$ cat config.mk
export PLATFORM = sky130hd
export DESIGN_NAME = cla_addsub_pipe
export DESIGN_NICKNAME = d
export VERILOG_FILES = /design/src/rtl/cla_addsub_pipe.sv
export SDC_FILE = /design/constraint.sdc
export NUM_CORES = 1
export LEC_CHECK = 0
export BUFFER_PORTS_ARGS = -buffer_cell sky130_fd_sc_hd__buf_2
export CAP_MARGIN = 25
export CORE_MARGIN = 2
export CORE_UTILIZATION = 60
export CTS_BUF_LIST = sky130_fd_sc_hd__clkbuf_4 sky130_fd_sc_hd__clkbuf_8
export CTS_CLUSTER_SIZE = 16
export DETAILED_ROUTE_END_ITERATION = 8
export PLACE_DENSITY = 0.85
export SLEW_MARGIN = 20
export SYNTH_ARGS = -nofsm -noshare
export SYNTH_HDL_FRONTEND = slang
export SYNTH_SLANG_ARGS = --single-unit
$ cat constraint.sdc
create_clock -name clk -period 2.6 [get_ports clk]
set_clock_uncertainty 0.1 [all_clocks]
set_input_delay 0.26 -clock clk [delete_from_list [all_inputs] [get_ports clk]]
set_output_delay 0.26 -clock clk [all_outputs]
set_load 0.01 [all_outputs]
$ cat src/rtl/cla_addsub_pipe.sv
// -----------------------------------------------------------------------------
// cla_addsub_pipe
//   Pipelined carry-lookahead adder/subtractor. WIDTH-bit operands are cut into
//   STAGES slices of SW = WIDTH/STAGES bits. Stage k adds slice k with a ripple
//   of 4-bit CLA groups, and the carry is registered between stages. Each stage
//   register holds the finished low result slices, the still-unprocessed upper
//   operand slices (skew) and the slice carry-out. The last stage register is
//   the output register. A valid/ready chain gives full backpressure, so the
//   pipeline holds up to STAGES beats.
//
//   Optional feature macro: ADDSUB_FLAGS_EN
//     defined   : ovf/zero/neg are computed in the last stage and registered
//                 together with S.
//     undefined : ovf/zero/neg are tied low and their registers are not built.
//
// Ports
//   clk        rising-edge clock
//   clr_n      synchronous active-low reset (clears all valid bits and outputs)
//   in_valid   operand beat present
//   in_ready   stage 0 can take a beat this cycle
//   A, B       operands (WIDTH)
//   sub        0: A+B+cin   1: A+~B+1 (cin ignored)
//   cin        carry-in for add
//   out_valid  result beat present
//   out_ready  consumer takes the result this cycle
//   S          sum/difference (WIDTH)
//   cout       carry out of MSB (subtract: 1 = no borrow)
//   ovf        signed overflow
//   zero       S == 0
//   neg        S[WIDTH-1]
//
// Parameters
//   WIDTH   operand width, multiple of 4*STAGES
//   STAGES  1, 2, 4 or 8
// -----------------------------------------------------------------------------

// 4-bit carry-lookahead group: all internal carries from generate/propagate.
module cla4 (
  input  logic [3:0] a,
  input  logic [3:0] b,
  input  logic       ci,
  output logic [3:0] s,
  output logic       co
);
  logic [3:0] p, g;
  logic [4:0] c;

  assign p = a ^ b;
  assign g = a & b;

  assign c[0] = ci;
  assign c[1] = g[0] | (p[0] & ci);
  assign c[2] = g[1] | (p[1] & g[0]) | (p[1] & p[0] & ci);
  assign c[3] = g[2] | (p[2] & g[1]) | (p[2] & p[1] & g[0])
              | (p[2] & p[1] & p[0] & ci);
  assign c[4] = g[3] | (p[3] & g[2]) | (p[3] & p[2] & g[1])
              | (p[3] & p[2] & p[1] & g[0])
              | (p[3] & p[2] & p[1] & p[0] & ci);

  assign s  = p ^ c[3:0];
  assign co = c[4];
endmodule

// One pipeline slice: SW/4 CLA groups with the group carry rippled through.
module cla_slice #(
  parameter int SW = 8
) (
  input  logic [SW-1:0] a,
  input  logic [SW-1:0] b,
  input  logic          ci,
  output logic [SW-1:0] s,
  output logic          co
);
  localparam int NG = SW / 4;

  logic [NG:0] gc;

  assign gc[0] = ci;

  genvar gi;
  for (gi = 0; gi < NG; gi++) begin : grp
    cla4 u_cla4 (
      .a  (a[4*gi +: 4]),
      .b  (b[4*gi +: 4]),
      .ci (gc[gi]),
      .s  (s[4*gi +: 4]),
      .co (gc[gi+1])
    );
  end

  assign co = gc[NG];
endmodule

module cla_addsub_pipe #(
  parameter int WIDTH  = 32,
  parameter int STAGES = 4
) (
  input  logic             clk,
  input  logic             clr_n,
  input  logic             in_valid,
  output logic             in_ready,
  input  logic [WIDTH-1:0] A,
  input  logic [WIDTH-1:0] B,
  input  logic             sub,
  input  logic             cin,
  output logic             out_valid,
  input  logic             out_ready,
  output logic [WIDTH-1:0] S,
  output logic             cout,
  output logic             ovf,
  output logic             zero,
  output logic             neg
);
  localparam int SW = WIDTH / STAGES;

  // Subtraction folds into addition: invert B and force the carry-in to 1.
  logic [WIDTH-1:0] bx;
  logic             ceff;

  assign bx   = B ^ {WIDTH{sub}};
  assign ceff = sub | cin;

  // vld_pipe[0] is the incoming beat; vld_pipe[k+1] is stage k's register.
  // adv[k+1] means stage k's register may load this cycle; adv[STAGES+1] is
  // the consumer. The advance chain runs back from out_ready, so in_ready
  // never looks at in_valid.
  logic [STAGES:0]   vld_pipe;
  logic [STAGES+1:1] adv;

  assign vld_pipe[0]    = in_valid;
  assign adv[STAGES+1]  = out_ready;
  assign in_ready       = adv[1];
  assign out_valid      = vld_pipe[STAGES];

  genvar k;
  for (k = 0; k < STAGES; k++) begin : gs
    logic [SW-1:0]         a_s, b_s, s_s;
    logic                  c_s, co_s;
    logic [(k+1)*SW-1:0]   lo_d, lo_q;
    logic                  c_q, v_q, ld;

    assign adv[k+1]      = !v_q || adv[k+2];
    assign ld            = adv[k+1] && vld_pipe[k];
    assign vld_pipe[k+1] = v_q;

    // Slice operands: stage 0 reads the ports, later stages read the lowest
    // skewed slice left by the previous stage.
    if (k == 0) begin : g_src
      assign a_s  = A[SW-1:0];
      assign b_s  = bx[SW-1:0];
      assign c_s  = ceff;
      assign lo_d = s_s;
    end else begin : g_src
      assign a_s  = gs[k-1].g_ops.a_q[SW-1:0];
      assign b_s  = gs[k-1].g_ops.b_q[SW-1:0];
      assign c_s  = gs[k-1].c_q;
      assign lo_d = {s_s, gs[k-1].lo_q};
    end

    cla_slice #(.SW(SW)) u_slice (
      .a  (a_s),
      .b  (b_s),
      .ci (c_s),
      .s  (s_s),
      .co (co_s)
    );

    always_ff @(posedge clk) begin
      if (!clr_n) begin
        v_q  <= 1'b0;
        lo_q <= '0;
        c_q  <= 1'b0;
      end else begin
        if (adv[k+1]) v_q <= vld_pipe[k];
        if (ld) begin
          lo_q <= lo_d;
          c_q  <= co_s;
        end
      end
    end

    // Skew registers: upper operand slices still waiting for their stage.
    // The last stage has none left.
    if (k < STAGES-1) begin : g_ops
      localparam int UW = WIDTH - (k+1)*SW;
      logic [UW-1:0] a_d, b_d, a_q, b_q;

      if (k == 0) begin : g_skw
        assign a_d = A[WIDTH-1:SW];
        assign b_d = bx[WIDTH-1:SW];
      end else begin : g_skw
        assign a_d = gs[k-1].g_ops.a_q[UW+SW-1:SW];
        assign b_d = gs[k-1].g_ops.b_q[UW+SW-1:SW];
      end

      always_ff @(posedge clk) begin
        if (!clr_n) begin
          a_q <= '0;
          b_q <= '0;
        end else if (ld) begin
          a_q <= a_d;
          b_q <= b_d;
        end
      end
    end

    if (k == STAGES-1) begin : g_out
      assign S    = lo_q;
      assign cout = c_q;
`ifdef ADDSUB_FLAGS_EN
      // Carry into the MSB is recovered from the MSB sum bit; overflow is
      // that carry disagreeing with the carry out of the MSB.
      logic c_msb, ovf_q, zero_q, neg_q;

      assign c_msb = s_s[SW-1] ^ a_s[SW-1] ^ b_s[SW-1];

      always_ff @(posedge clk) begin
        if (!clr_n) begin
          ovf_q  <= 1'b0;
          zero_q <= 1'b0;
          neg_q  <= 1'b0;
        end else if (ld) begin
          ovf_q  <= c_msb ^ co_s;
          zero_q <= (lo_d == '0);
          neg_q  <= lo_d[WIDTH-1];
        end
      end

      assign ovf  = ovf_q;
      assign zero = zero_q;
      assign neg  = neg_q;
`else
      assign ovf  = 1'b0;
      assign zero = 1'b0;
      assign neg  = 1'b0;
`endif
    end
  end
endmodule

==> results of run 1 <==
==> cells by family (layout without fill, tap and decap cells) <==
family,count (synthesis),count (layout)
AND/OR/NAND/NOR,366,366
AO/OA/AOI/OAI,225,225
flip-flops,184,184
buffers and inverters,69,179
XOR/XNOR,46,46
adder cells (fa/ha/maj),40,40
other,1,3
==> cell usage in the layout (no fill, tap or decap), types with 8 or more instances in the layout <==
master,count
nand3_1,18
a21boi_1,11
xnor2_1,37
ha_1,32
xor2_1,9
buf_2,103
a21oi_1,14
o211a_1,32
a21boi_0,122
dlygate4sd3_1,24
fa_1,8
dfxtp_1,184
clkbuf_8,19
nand2_1,306
o21ai_0,15
buf_4,13
==> per-layer routing <==
layer  wire length (um)  part of all wire (%)  GRT usage, %  vias up
met4                264                   1.5          7.26        0
met3                833                   4.9          4.75       23
met2               8020                    47          40.1      158
met5                  0                     0             0        -
li1                   -                     -             -     3328
met1               7990                    47          31.7     3009
==> critical path, stage by stage, from the launching register on <==
cell	delay, ns
dfxtp_1	0.35
ha_1	0.31
a211oi_1	0.33
nor2_1	0.12
o21ai_0	0.22
nand2b_1	0.11
fa_1	0.39
xnor2_1	0.16
nand2_1	0.06
o211a_1	0.14
==> timing repair <==
item,CTS,global route
hold endpoints to repair,24,0
endpoints found under the setup margin,0,0
hold buffers,24,0
==> power breakdown <==
part | internal (W) | total (W) | switching, W
clock | 0.00104 | 0.00202 | 0.000981
sequential | 0.00292 | 0.00299 | 0.0000675
combinational | 0.000294 | 0.000617 | 0.000323
total | 0.00425 | 0.00563 | 0.00137
==> area by class of cell <==
cell class | count | share of cell area [%]
Multi-Input combinational cell | 680 | 44.5
Sequential cell | 184 | 38.8
Timing Repair Buffer | 144 | 9.82
Clock buffer | 22 | 2.99
Tap cell | 176 | 2.32
Clock inverter | 10 | 1.51
Inverter | 3 | 0.118
==> state kept, by name, summed over array words and instances, names as in the netlist <==
name and cells:
out_valid 1, gs.lo_q 48, gs.g_ops.a_q 48, gs.v_q 3, gs.c_q 3, gs.g_ops.b_q 48, S 32, cout 1
==> worst max path at each step <==
stage                     cells after the start                            start                     endpoint  slack (ns)
after floorplan                              12                              sub   gs[0].lo_q[5]$_SDFFE_PN0P_        0.16
after global placement                       11                              sub   gs[0].lo_q[5]$_SDFFE_PN0P_        0.28
after detailed placement                     10                              sub   gs[0].lo_q[4]$_SDFFE_PN0P_        0.22
after CTS                                     9  gs[0].g_ops.a_q[0]$_SDFFE_PN0P_  gs[1].lo_q[13]$_SDFFE_PN0P_        0.23
after global routing                          9  gs[0].g_ops.a_q[0]$_SDFFE_PN0P_  gs[1].lo_q[13]$_SDFFE_PN0P_        0.04
final                                         9  gs[0].g_ops.a_q[0]$_SDFFE_PN0P_  gs[1].lo_q[13]$_SDFFE_PN0P_        0.22
==> through the flow <==
stage               util (%)  setup WS, ns
finish                  71.2         0.216
global placement        66.2         0.279
global route            71.2        0.0357
CTS                     71.2         0.231
detailed placement      66.2         0.220
floorplan                  -         0.163
==> run_results.csv, run 1 <==
group,metric,value,unit
status,status,"complete, no violations",
timing,finalSetupViolCount,0,
routing,drt_iter0_markers,387,
min_path,hp-class,"input pin to register",
min_path,hp-start,"A[31]",
synthesis,syn_inst,931,
synthesis,synthMuxAreaShare,0,%
synthesis,synth_top_family_by_area,"compound AO/OA/AOI/OAI gates",
synthesis,synth_area,8240,um^2
timing,max_slew_margin,43.3,%
routing,ant_nets,0,
power,peakVddDrop,0.340,mV
synthesis,synth-edff-count,0,
cts,clk-insertion-delay-late,0.46,ns
place,gp_congestion,0.856,
synthesis,yosys.area.top_type,"dfxtp_1",
synthesis,yosysSeqAreaShare,44.7,%
die,core_area,13300,um^2
synthesis,synthSimpleGateAreaFrac,18.4,%
timing,finalSetupTns,0,ns
synthesis,synth_xor_area_share,4.89,%
routing,viasPerCell,5.35,
die,die_width,121,um
timing,hold_viol,0,
critical_path,rrSetupSlack,0.22,ns
finish,final_area,9510,um^2
cts,ctsResizeCount,0,
grt,grt_max_degree,78,
finish,areaGrowthSynthToFinish,15.4,%
place,placed_area,8840,um^2
power,power,0.00563,W
grt,grt_overflow_total,0,
critical_path,r2r-end,"gs[1].lo_q[13]$_SDFFE_PN0P_",
timing,layout_min_cycle_time,2.38,ns
min_path,whs_path_depth,3,
die,num_io_pins,108,
die,die_y,121,um
timing,maxSlewViolCount,0,
timing,fmax,420,MHz
routing,dr_total_vias,6518,
cts,numCtsBuffers,17,
synthesis,synthTopCellsByCount,"nand2_1 (306), dfxtp_1 (184), a21boi_0 (122)",
synthesis,synthTopCellsByArea,"dfxtp_1 (45%), nand2_1 (14%), a21boi_0 (11%), ha_1 (4.9%), xnor2_1 (3.9%)",
die,start_util,61.7,%
die,die-area,14700,um^2
synthesis,synth.distinct_cells,48,
critical_path,cp-start-kind,"register",
finish,finalNonFillerCells,1219,
timing,rsz0062_at_grt,"false",
power,power.density,592,nW/um^2
timing,timing.final.crit_share,91.7,%
place,port-buffer-count,104,
place,hpwl,11.5,mm
cts,cts_sinks,184,
die,rows,42,
routing,first_pass_iters,6,
finish,layout.nets,1140,
synthesis,synth_compound_gate_area_share,20.9,%
synthesis,ys_ff_latch,184,
min_path,min_to,"gs[0].g_ops.a_q[23]$_SDFFE_PN0P_",
synthesis,avgSynthCellArea,8.85,um^2
synthesis,yosysWarnings,0,
critical_path,cp_max_fo,3,
synthesis,synthFlopType,"dfxtp_1",
critical_path,path_class,"register to register",
place,dp_cells,1163,
routing,drt_wl_total,17.1,mm
synthesis,async_flop_share,0,%
grt,grt_usage,24.1,%
timing,tightest_slew,0.851,ns
synthesis,synth.top_cell.area_share,44.7,%
finish,drive_above_1_share,15.5,%
timing,hold_ws,0.0259,ns
finish,multiInputGateArea,4230,um^2
critical_path,arrival,2.65,ns
cts,cts_tree,"done",
finish,num_antenna_cells,0,
critical_path,critPathRequiredTime,2.86,ns
critical_path,reg2reg_depth,9,
cts,clockBufferDepth,2,
cts,htree_levels,4,
grt,first_global_vias,6008,
routing,drc,0,
synthesis,synthAdderAreaFrac,6.81,%
finish,fillers,1034,
finish,seq_area,3680,um^2
cts,root_buffer,"clkbuf_8",
flow_run,cap_violations,0,
routing,wl_per_cell,14.0,um
critical_path,r2r-start,"gs[0].g_ops.a_q[0]$_SDFFE_PN0P_",
synthesis,synthMostInstantiatedCell,"nand2_1",
cts,cts_setup_buffers,0,
critical_path,cp-end-kind,"register",
power,p_leak,4.09,nW
cts,path_clk_slew,0.09,ns
grt,antenna_found_initial,0,
grt,grt_pass1_wl,28.4,mm
(Power assumes the default switching activity.)
==> inputs of run 2 (changes only) <==
--- a/config.mk
+++ b/config.mk
@@ -17,3 +17,4 @@
 export SYNTH_ARGS = -nofsm -noshare
 export SYNTH_HDL_FRONTEND = slang
+export SYNTH_HIERARCHICAL = 1
 export SYNTH_SLANG_ARGS = --single-unit
==> constraint.sdc (replaced) <==
create_clock -name clk -period 2.6 [get_ports clk]
set_clock_uncertainty 0.1 [all_clocks]
set_input_delay 0.26 -clock clk [delete_from_list [all_inputs] [get_ports clk]]
set_output_delay 0.26 -clock clk [all_outputs]
set_load 0.005 [all_outputs]
==> run_results.csv, run 2 <==
group,metric,value,unit
place,pre_cts_slack,0.104,ns
finish,num_antenna_cells,0,
power,switching_share,24.7,%
finish,layout.nets,1199,
grt,antenna_found_initial,0,
finish,areaGrowthSynthToFinish,16.8,%
timing,hold_viol,0,
timing,max_slew_margin,40.9,%
timing,tightest_slew,0.887,ns
die,core_area,13900,um^2
flow_run,cap_violations,0,
critical_path,cp-start-kind,"register",
critical_path,crit_start,"gs[1].g_ops.a_q[0]$_SDFFE_PN0P_",
cts,path_clk_slew,0.08,ns
synthesis,synth_area,8500,um^2
timing,finalSetupTns,0,ns
power,power.density,579,nW/um^2
timing,fmax,435,MHz
power,intPower,0.00432,W
critical_path,critPathRequiredTime,2.89,ns
power,clkPwrFrac,36.5,%
critical_path,cp_max_fo,3,
grt,grt_pass1_wl,32.3,mm
cts,root_buffer,"clkbuf_8",
place,port-buffer-count,104,
timing,maxSlewViolCount,0,
synthesis,synthMuxAreaShare,6.71,%
status,status,"complete, no violations",
critical_path,arrival,2.59,ns
synthesis,synthMostInstantiatedCell,"dfxtp_1",
die,die_width,123,um
synthesis,synthFlopType,"dfxtp_1",
synthesis,synth.distinct_cells,33,
finish,reg.largest.list,"gs.g_ops.a_q x48, gs.g_ops.b_q x48, gs.lo_q x48",
cts,numCtsBuffers,17,
place,gp_congestion,0.855,
place,dp_cells,1203,
critical_path,rrSetupSlack,0.30,ns
power,p_comb_share,11.3,%
cts,clockBufferDepth,2,
timing,setup_ws,0.301,ns
critical_path,crit_chain,"ha_1, a211oi_2, o21bai_1, a21o_1, a21o_1, a31o_1, xor2_1, nand3_1, a21oi_1",
synthesis,yosys.area.top_type,"dfxtp_1",
grt,grt_usage,27.0,%
power,peakVddDrop,0.330,mV
routing,drt_wl_total,19.8,mm
routing,dr_total_vias,7217,
synthesis,synth_compound_gate_area_share,18.4,%
routing,drt_iter0_markers,827,
die,die-area,15100,um^2
die,rows,43,
min_path,hp-start,"A[31]",
grt,first_global_vias,6643,
cts,clk-insertion-delay-late,0.47,ns
finish,drive_above_1_share,15.1,%
place,hpwl,12.6,mm
routing,ant_nets,0,
grt,grt_overflow_total,0,
power,power_frac_seq,52.2,%
routing,first_pass_iters,6,
cts,cts_sinks,184,
finish,final_cell_mix,"dfxtp_1 (184), a21oi_1 (133), o21ai_0 (125), nand3_1 (123), nand2_1 (115)",
synthesis,yosysSeqAreaShare,43.3,%
timing,rsz0062_at_grt,"false",
critical_path,critPathMaxStageDelay,0.34,ns
critical_path,path_class,"register to register",
finish,mostFrequentLayoutCell,"dfxtp_1",
min_path,whs_path_depth,3,
synthesis,ys_ff_latch,184,
die,start_util,61.3,%
min_path,hp-class,"input pin to register",
synthesis,yosysWarnings,6,
grt,grt_max_degree,51,
critical_path,cpMostUsedCell,"a21o_1",
cts,cts_tree,"done",
routing,viasPerCell,5.63,
synthesis,synth_xor_area_share,5.77,%
finish,fillers,1022,
timing,timing.final.crit_share,88.4,%
routing,wl_per_cell,15.5,um
critical_path,r2r-start,"gs[1].g_ops.a_q[0]$_SDFFE_PN0P_",
synthesis,synthSimpleGateAreaFrac,13.4,%
synthesis,avgSynthCellArea,8.63,um^2
synthesis,async_flop_share,0,%
timing,layout_min_cycle_time,2.30,ns
die,die_y,123,um
critical_path,critPathSlowestCell,"dfxtp_1",
synthesis,synthTopCellsByCount,"dfxtp_1 (184), a21oi_1 (133), o21ai_0 (125)",
finish,finalNonFillerCells,1282,
synthesis,syn_inst,986,
synthesis,synth.top_cell.area_share,43.3,%
critical_path,reg2reg_depth,9,
cts,htree_levels,4,
synthesis,synthAdderAreaFrac,6.59,%
synthesis,synth_top_family_by_area,"compound AO/OA/AOI/OAI gates",
cts,cts_setup_buffers,0,
timing,finalSetupViolCount,0,
synthesis,synth-edff-count,0,
routing,drc,0,
die,num_io_pins,108,
critical_path,cp-end-kind,"register",
power,p_leak,4.33,nW
power,power,0.00575,W
power,power.switching,0.00142,W
synthesis,synthTopCellsByArea,"dfxtp_1 (43%), a21oi_1 (7.8%), o21ai_0 (7.4%), nand3_1 (7.2%), mux2i_1 (6.7%)",
run 2: cell types whose count changed in the layout (fill, tap and decap cells not counted), sizes merged, moves of 28 or more:
cell and change:
o211a -32, a21boi -133, a21oi +118, nand2 -192, mux2i +57, nand3 +105, xnor2 -28, xor2 +38
o21ai +109
run 2: power groups by stage:
| stage | logic [W] | clock network (W) | registers [W] |
|---|---|---|---|
| 2_1_floorplan | 0.000447 | 0 | 0.00303 |
| 3_3_place_gp | 0.000558 | 0 | 0.00306 |
| 3_5_place_dp | 0.000578 | 0 | 0.00306 |
| 4_1_cts | 0.000635 | 0.00212 | 0.00299 |
| 5_1_grt | 0.000722 | 0.00224 | 0.00301 |
| 6_report | 0.000650 | 0.00210 | 0.00300 |
run 2: critical path, delay by kind of cell (launching register included):
| kind | cells | cell delay, ns |
|---|---|---|
| XOR/XNOR | 1 | 0.16 |
| AO/OA/AOI/OAI | 6 | 1.20 |
| AND/OR/NAND/NOR | 1 | 0.12 |
| flip-flops | 1 | 0.34 |
| adder cells (fa/ha/maj) | 1 | 0.31 |
run 2: kinds of logic after synthesis:
logic type                 Yosys count
xor gates and xnor gates            56
buffers and inverters              108
adders and majority gates           40
other                                1
muxes                               57
AOI/OAI and AO/OA                  290
DFF                                184
and+or+nand+nor                    250
run 2: worst paths after layout:
| path | end |
|---|---|
| max reg2reg | gs[2].lo_q[23]$_SDFFE_PN0P_ |
| max | gs[2].lo_q[23]$_SDFFE_PN0P_ |
| min | gs[0].g_ops.a_q[23]$_SDFFE_PN0P_ |
| min reg2reg | gs[0].g_ops.b_q[15]$_SDFFE_PN0P_ |
run 2: stage by stage:
| stage | hold WS (ns) | area, um^2 | util [%] |
|---|---|---|---|
| 6_report | 0.0196 | 9930 | 71.5 |
| 5_1_grt | 0.0155 | 9930 | 71.5 |
| 4_1_cts | 0.000968 | 9930 | 71.5 |
| 3_5_place_dp | 0.351 | 9020 | 65.0 |
| 3_3_place_gp | 0.346 | 9020 | 65.0 |
| 2_1_floorplan | 0.277 | 8510 | - |
run 2: cell type report:
type	instances	area (um^2)	area share [%]
inverter	16	61.3	0.617
clock inverter	12	174	1.75
tap	180	225	2.27
multi-input combinational	696	4340	43.7
sequential	184	3680	37.1
clock buffer	20	269	2.71
timing repair buffer	174	1180	11.9
run 2: layer usage:
metal | vias to the layer above | track usage (%) | share of wire, %
li1 | 3607 | - | -
met2 | 242 | 43.5 | 47
met4 | 0 | 9.59 | 2.4
met1 | 3331 | 36.3 | 45
met5 | - | 0 | 0
met3 | 37 | 5.12 | 5.3
run 2: timing repair:
item,CTS,global route
endpoints found under the setup margin,0,0
gates resized for setup,0,0
hold endpoints to repair,47,0
hold buffers,47,0
==> inputs of run 3 (changes only) <==
GPL_TIMING_DRIVEN = 0   (was unset)
HOLD_SLACK_MARGIN = 0.03   (was unset)
==> run_results.csv, run 3 (synthesis gave the netlist of run 2 again) <==
group,metric,value,unit
status,status,"complete, no violations",
critical_path,cp-end-kind,"register",
critical_path,cp-start-kind,"input pin",
critical_path,critPathRequiredTime,2.90,ns
place,hpwl,14.4,mm
grt,grt_pass1_wl,34.0,mm
cts,cts_sinks,184,
finish,areaGrowthSynthToFinish,18.9,%
timing,finalSetupViolCount,0,
cts,root_buffer,"clkbuf_8",
cts,clk-insertion-delay-late,0.47,ns
grt,grt_busiest_layer,"met2",
timing,tightest_slew,0.593,ns
critical_path,critPathMaxStageDelay,0.41,ns
grt,grt_usage,28.8,%
power,peakVddDrop,0.320,mV
place,port-buffer-count,102,
timing,finalSetupTns,0,ns
finish,finalNonFillerCells,1351,
cts,numCtsBuffers,17,
finish,final_area,10100,um^2
timing,hold_viol,0,
routing,drc,0,
die,core_area,13900,um^2
routing,drt_wl_total,21.1,mm
die,die-area,15100,um^2
place,dp_cells,1270,
place,placed_area,9250,um^2
finish,reg.largest.list,"gs.g_ops.a_q x48, gs.g_ops.b_q x48, gs.lo_q x48",
critical_path,crit_chain,"buf_2, buf_2, xor2_1, ha_1, a21o_1, a31o_1, a21o_1, inv_1, fa_1, inv_1, nand2_1, mux2i_1",
critical_path,critPathSlowestCell,"fa_1",
routing,wl_per_cell,15.6,um
timing,layout_min_cycle_time,2.42,ns
grt,grt_max_degree,17,
timing,hold_ws,0.128,ns
timing,fmax,414,MHz
flow_run,cap_violations,0,
cts,path_clk_slew,0.09,ns
finish,num_antenna_cells,0,
power,p_leak,4.38,nW
finish,mostFrequentLayoutCell,"dfxtp_1",
finish,fillers,1064,
grt,first_global_vias,7198,
finish,final_cell_mix,"dfxtp_1 (184), a21oi_1 (133), o21ai_0 (125), nand3_1 (123), nand2_1 (115)",
routing,viasPerCell,5.53,
grt,use_met1,35.2,%
cts,cts_tree,"done",
die,start_util,61.3,%
finish,layout.nets,1268,
power,power.density,546,nW/um^2
die,num_io_pins,108,
routing,first_pass_iters,5,
critical_path,path_class,"input pin to register",
die,die_y,123,um
min_path,hp-class,"input pin to register",
grt,grt_use_met3,5.86,%
routing,dr_total_vias,7476,
routing,drt_iter0_markers,552,
critical_path,crit_buf_inv,4,
finish,drive_above_1_share,13.8,%
timing,timing.final.crit_share,93.0,%
timing,max_slew_margin,60.5,%
cts,clockBufferDepth,2,
cts,ctsResizeCount,0,
grt,grt_overflow_total,0,
die,die_width,123,um
routing,ant_nets,0,
timing,rsz0062_at_grt,"false",
die,rows,43,
critical_path,arrival,2.72,ns
place,gp_congestion,0.890,
critical_path,cp_max_fo,10,
grt,antenna_found_initial,0,
critical_path,path_delay_family,"adder cells",
cts,htree_levels,4,
timing,maxSlewViolCount,0,
grt,grtUsageMet2,48.8,%
finish,final_util,72.9,%
[run 3: stage by stage]
stage,worst slack (ns),power [W]
after floorplan,0.0549,0.00348
after global placement,-0.176,0.00365
after detailed placement,-0.218,0.00367
after CTS,0.243,0.00551
after global routing,0.0485,0.00574
final,0.182,0.00552
[run 3: final timing paths]
| path | to | startpoint | slack (ns) | depth (start not counted) |
|---|---|---|---|---|
| worst max-delay path | gs[0].lo_q[4]$_SDFFE_PN0P_ | sub | 0.18 | 12 |
| worst min-delay path | gs[0].g_ops.b_q[1]$_SDFFE_PN0P_ | sub | 0.13 | 4 |
| worst max register to register | gs[1].lo_q[13]$_SDFFE_PN0P_ | gs[0].g_ops.a_q[0]$_SDFFE_PN0P_ | 0.26 | 8 |
| worst min register to register | gs[0].g_ops.b_q[11]$_SDFFE_PN0P_ | gs[0].g_ops.b_q[11]$_SDFFE_PN0P_ | 0.36 | 2 |
[run 3: what timing repair did]
item / CTS / global route
hold endpoints to repair: 49 / 0
hold buffers: 49 / 0
setup buffers: 0 / 0
[run 3: area by class of cell]
type	instances	area (um^2)	area share, %
buffer	92	438	4.33
clock buffer	20	275	2.72
clock inverter	12	100	0.990
inverter	16	60.1	0.594
multi-input combinational	696	4330	42.8
sequential	184	3680	36.4
tap	180	225	2.23
timing repair buffer	151	1000	9.90
[run 3: worst register-to-register path, cell delays in order (launching register included)]
cell,delay [ns]
dfxtp_1,0.34
ha_1,0.28
a21o_1,0.19
a31o_1,0.23
a21o_1,0.20
fa_1,0.38
xor2_1,0.25
nand3_1,0.12
a21oi_1,0.17
[run 3: power by group]
part,leakage (nW),internal (W),switching [W]
combinational,2.70,0.000313,0.000382
sequential,1.50,0.00292,0.0000736
clock,0.190,0.000826,0.00100
total,4.38,0.00406,0.00146
[run 3: metal layers]
| layer | vias up | wire length [um] | part of all wire [%] |
|---|---|---|---|
| li1 | 3760 | - | - |
| met1 | 3427 | 9080 | 43 |
| met2 | 227 | 10100 | 48 |
| met3 | 62 | 1150 | 5.4 |
| met4 | 0 | 764 | 3.6 |
| met5 | - | 0 | 0 |
